$ cat src/rtl/mul_share_arbiter.sv
// Shares one iterative multiplier between two requesters, round-robin, tagged results.
// Latency: response valid 3 cycles plus the multiplier latency after request acceptance.
// Backpressure: one operation in flight; requests are stalled until the owner's response is consumed or flushed.
module mul_share_arbiter #(
    parameter int XLEN  = 32,
    parameter int TAG_W = 4
) (
    input  logic             clk,
    input  logic             reset,
    input  logic             req0_valid,
    output logic             req0_ready,
    input  logic [1:0]       req0_op,
    input  logic             req0_word,
    input  logic [XLEN-1:0]  req0_a,
    input  logic [XLEN-1:0]  req0_b,
    input  logic [TAG_W-1:0] req0_tag,
    input  logic             req1_valid,
    output logic             req1_ready,
    input  logic [1:0]       req1_op,
    input  logic             req1_word,
    input  logic [XLEN-1:0]  req1_a,
    input  logic [XLEN-1:0]  req1_b,
    input  logic [TAG_W-1:0] req1_tag,
    input  logic             flush0,
    input  logic             flush1,
    output logic             resp0_valid,
    input  logic             resp0_ready,
    output logic [XLEN-1:0]  resp0_result,
    output logic [TAG_W-1:0] resp0_tag,
    output logic             resp1_valid,
    input  logic             resp1_ready,
    output logic [XLEN-1:0]  resp1_result,
    output logic [TAG_W-1:0] resp1_tag,
    output logic             mul_start,
    output logic [1:0]       mul_op,
    output logic             mul_word_op,
    output logic [XLEN-1:0]  mul_operand_a,
    output logic [XLEN-1:0]  mul_operand_b,
    input  logic [XLEN-1:0]  mul_result,
    input  logic             mul_busy,
    input  logic             mul_ready
);

    typedef enum logic [1:0] {S_IDLE, S_ISSUE, S_WAIT, S_RESP} state_t;

    state_t            r_state;
    state_t            w_next;
    logic              r_rr;
    logic              r_owner;
    logic              r_discard;
    logic              r_start;
    logic [1:0]        r_op;
    logic              r_word;
    logic [XLEN-1:0]   r_a;
    logic [XLEN-1:0]   r_b;
    logic [XLEN-1:0]   r_result;
    logic [TAG_W-1:0]  r_tag;

    logic              w_win;
    logic              w_idle_ok;
    logic              w_accept;
    logic              w_owner_flush;
    logic              w_owner_resp_rdy;
    logic              w_discard_now;

    // Arbitration: a lone valid requester wins, otherwise the rr pointer decides.
    always_comb begin
        w_win = r_rr;
        if (req0_valid && !req1_valid) begin
            w_win = 1'b0;
        end else if (req1_valid && !req0_valid) begin
            w_win = 1'b1;
        end
    end

    // Reset gating keeps ready low while reset is held so every output reads 0.
    assign w_idle_ok  = (r_state == S_IDLE) && !mul_busy && !reset;
    assign req0_ready = w_idle_ok && !w_win && !flush0;
    assign req1_ready = w_idle_ok &&  w_win && !flush1;
    assign w_accept   = (req0_valid && req0_ready) || (req1_valid && req1_ready);

    assign w_owner_flush    = r_owner ? flush1 : flush0;
    assign w_owner_resp_rdy = r_owner ? resp1_ready : resp0_ready;
    // A flush landing in the same cycle as mul_ready still discards the result.
    assign w_discard_now    = r_discard || w_owner_flush;

    // State register.
    always_ff @(posedge clk or posedge reset) begin
        if (reset) begin
            r_state <= S_IDLE;
        end else begin
            r_state <= w_next;
        end
    end

    // Next-state logic.
    always_comb begin
        w_next = r_state;
        case (r_state)
            S_IDLE:  if (w_accept) w_next = S_ISSUE;
            S_ISSUE: w_next = S_WAIT;
            S_WAIT:  if (mul_ready) w_next = w_discard_now ? S_IDLE : S_RESP;
            S_RESP:  if (w_owner_flush || w_owner_resp_rdy) w_next = S_IDLE;
            default: w_next = S_IDLE;
        endcase
    end

    // Operand/owner capture, start pulse, discard tracking and result latch.
    always_ff @(posedge clk or posedge reset) begin
        if (reset) begin
            r_rr      <= 1'b0;
            r_owner   <= 1'b0;
            r_discard <= 1'b0;
            r_start   <= 1'b0;
            r_op      <= 2'b00;
            r_word    <= 1'b0;
            r_a       <= '0;
            r_b       <= '0;
            r_tag     <= '0;
            r_result  <= '0;
        end else begin
            r_start <= w_accept;
            if (w_accept) begin
                r_owner <= w_win;
                r_rr    <= ~w_win;
                r_op    <= w_win ? req1_op  : req0_op;
                r_word  <= (XLEN == 64) ? (w_win ? req1_word : req0_word) : 1'b0;
                r_a     <= w_win ? req1_a   : req0_a;
                r_b     <= w_win ? req1_b   : req0_b;
                r_tag   <= w_win ? req1_tag : req0_tag;
            end
            // The multiplier cannot be aborted: remember the flush until its result returns.
            if (r_state == S_WAIT && mul_ready) begin
                r_discard <= 1'b0;
                r_result  <= mul_result;
            end else if ((r_state == S_ISSUE || r_state == S_WAIT) && w_owner_flush) begin
                r_discard <= 1'b1;
            end
        end
    end

    assign mul_start     = r_start;
    assign mul_op        = r_op;
    assign mul_word_op   = r_word;
    assign mul_operand_a = r_a;
    assign mul_operand_b = r_b;

    assign resp0_valid  = (r_state == S_RESP) && !r_owner;
    assign resp1_valid  = (r_state == S_RESP) &&  r_owner;
    assign resp0_result = r_result;
    assign resp1_result = r_result;
    assign resp0_tag    = r_tag;
    assign resp1_tag    = r_tag;

endmodule

$ cat config.mk
export PLATFORM = sky130hd
export DESIGN_NAME = mul_share_arbiter
export DESIGN_NICKNAME = d
export VERILOG_FILES = /design/src/rtl/mul_share_arbiter.sv
export SDC_FILE = /design/constraint.sdc
export NUM_CORES = 1
export LEC_CHECK = 0
export CAP_MARGIN = 40
export CORE_AREA = 2 2 127 129
export CTS_CLUSTER_SIZE = 28
export DETAILED_ROUTE_END_ITERATION = 7
export DIE_AREA = 0 0 129 131
export GPL_TIMING_DRIVEN = 1
export HOLD_SLACK_MARGIN = 0.06
export PLACE_DENSITY = 0.78
export SYNTH_ARGS = -nofsm -noshare
export SYNTH_HDL_FRONTEND = slang
export SYNTH_SLANG_ARGS = --single-unit
$ cat constraint.sdc
create_clock -name clk -period 6.1 [get_ports clk]
set_input_delay 1.525 -clock clk [delete_from_list [all_inputs] [get_ports clk]]
set_output_delay 1.525 -clock clk [all_outputs]
set_load 0.03 [all_outputs]
==> run summary <==
Status: complete, no violations
Slew HR: 41.2%
Global route total overflow: 0
CP Data Arrival Time: 3340 ps
Crit Path Max Fanout: 3
Drt drc: 0
Top-Level Pins: 328
Share of layout cells above drive strength 1: 24.5%
Crit start category: input pin
Cts hold-fix bufs: 0
Synth warn: 0
Worst Tran Pin Value: 881 ps
Gpl congestion: 0.765
Final instance area: 8940 um2
Syn_area_per_cell: 12.5 um2
Post-synth EDFFs: 0
#FFs+latches synth: 108
Die extent in y: 131 um
Hold Startpoint: mul_operand_b[9]
Vias in the first global route: 4,624
H-Tree Depth: 3
CTS tree: yes
Final Cycle Share: 79.7%
Synth Instances: 453
Post-Place Cell Area: 8630 um2
Die W: 129 um
PostCTS Resize Cnt: 0
Most frequent cells in the layout: 324 x clkdlybuf4s50_1, 108 x dfrtp_1, 72 x inv_1
Antenna-violating nets left: 0
Post-CTS Setup Bufs: 0
Main synth FF type: dfrtp_1
Via/cell ratio: 4.61
Final hold violation count: 0
Sequential area share after synthesis: 47.8%
Worst slack, placed: 1240 ps
First-pass GRT wire length: 23,100 um
Die area: 16,900 um2
# fillers: 1,297
Root Driver: clkbuf_16
Finish-stage setup viols: 0
Crit Path Class: in -> out
Max Clock Skew: 8.38 ps
Cell variety after synth: 35
Worst reg2reg path startpoint: r_state[0]
Core ar.: 15,600 um2
CTS Buffer Depth: 2
Num rows: 46
All-Layer GR Usage: 17.5%
Clock-pin slew on the worst setup and hold paths: 60 ps
Leakage: 3.62 nW
Final Worst Setup Slack: 1240 ps
RSZ-0062 raised after global routing: false
Commonest non-fill, non-tap cell in the layout: clkdlybuf4s50_1
WHS: 529 ps
Area grow syn2layout: 58.2%
Post-Syn Area: 5650 um2
Worst EP required: 4580 ps
Initial antenna violation count: 0
Post-Route WL: 15,500 um
Worst Setup SP: reset
First-pass DRT Iterations: 4
# port buffers: 324
Via count: 4,388
Total Negative Setup Slacks: 0 ps
Largest net degree at the start of global routing: 66
Crit. End Element: output port
Ant diodes: 0
Net count, final: 918
Post-Syn Nets: 641
Worst-skew pair later-pin latency: 340 ps
HPWL Detailed: 12,100 um
Hold Path Class: reg -> reg
Max-Cap Viols: 0
Pwr dens: 526 nW/um2
Final min period: 4860 ps
CTS sink count: 108
Starting Density: 36.2%
Layout Utilization: 57.3%
Drt first-iter violations: 111
Slew Viols, Final: 0
WL per Instance: 16.3 um
Ys async rst share: 100%
Maximum vdd ir drop: 0.345 mV
Num CTS Buffers: 9
F_max: 206 MHz
[routing by layer]
metal / part of all wire [%] / GRT usage (%)
met4: 1.6 / 6.52
met1: 39 / 19.9
met5: 0 / 0
met3: 6.5 / 3.83
met2: 53 / 32.2
[cells in the mapped netlist (2+ instances only)]
cell type | count | area [um2]
dfrtp_1 | 108 | 2700
ha_1 | 4 | 50.1
a22oi_1 | 21 | 158
nand2b_1 | 2 | 12.5
mux2_2 | 33 | 372
buf_2 | 3 | 15.0
nand3_2 | 2 | 20.0
buf_6 | 3 | 33.8
a21oi_1 | 2 | 10.0
o21a_1 | 2 | 15.0
clkbuf_4 | 6 | 45.0
nor4b_4 | 2 | 47.6
a22oi_2 | 49 | 613
nor2b_1 | 2 | 12.5
nand2_1 | 3 | 11.3
and3_1 | 2 | 12.5
nor2_1 | 3 | 11.3
o21ai_2 | 69 | 604
buf_12 | 10 | 200
buf_4 | 38 | 285
buf_8 | 3 | 45.0
inv_1 | 73 | 274
[worst max-delay path, cell delays in order]
cell,delay (ps)
clkdlybuf4s50_1,560
nor4b_4,340
a21boi_0,230
clkdlybuf4s50_1,700
[where the power goes]
group          internal, mW  switching (mW)
Sequential             1.08           0.234
Clock                 0.334           0.268
Combinational          1.24            1.54
[per-stage QoR]
stage               total power, mW  std cells
global route                   4.94        951
global placement               4.06        933
floorplan                      3.05        453
finish                         4.70        951
detailed placement             4.13        935
CTS                            4.75        951
[sequential cells by signal (all words and copies together) (netlist names)]
signal	cells
mul_op	2
mul_operand_a	32
mul_operand_b	32
mul_start	1
r_discard	1
r_owner	1
r_rr	1
r_state	2
resp0_result	32
resp0_tag	4
[final timing paths]
check                           cells after the start                end  slack [ps]
worst max-delay path                                4         req1_ready        1240
worst min-delay path                                2   mul_operand_b[9]         530
worst max register to register                      7  mul_operand_b[13]        3440
worst min register to register                      2   mul_operand_b[9]         530
max in group asynchronous                           3   resp0_result[18]        3150
min in group asynchronous                           2          mul_op[0]        1860
[cell families (layout without fill, tap and decap cells)]
family | Yosys count | after routing | synth area share [%]
compound gates | 149 | 149 | 25.6
buf+inv | 136 | 418 | 15.9
flops | 108 | 108 | 47.8
mux | 34 | 34 | 6.76
simple gates | 21 | 21 | 2.97
fa+ha+maj | 4 | 4 | 0.886
other cells | 1 | 1 | 0.0664
[cell type report]
cell class | instances | area (um2) | area share [%]
sequential | 108 | 2700 | 30.2
inverter | 73 | 277 | 3.09
timing repair buffer | 329 | 3320 | 37.2
multi-input combinational | 209 | 2060 | 23.0
tap | 216 | 270 | 3.02
clock inverter | 6 | 68.8 | 0.770
clock buffer | 10 | 239 | 2.67
Note: power is estimated with default switching activity, not from simulation.
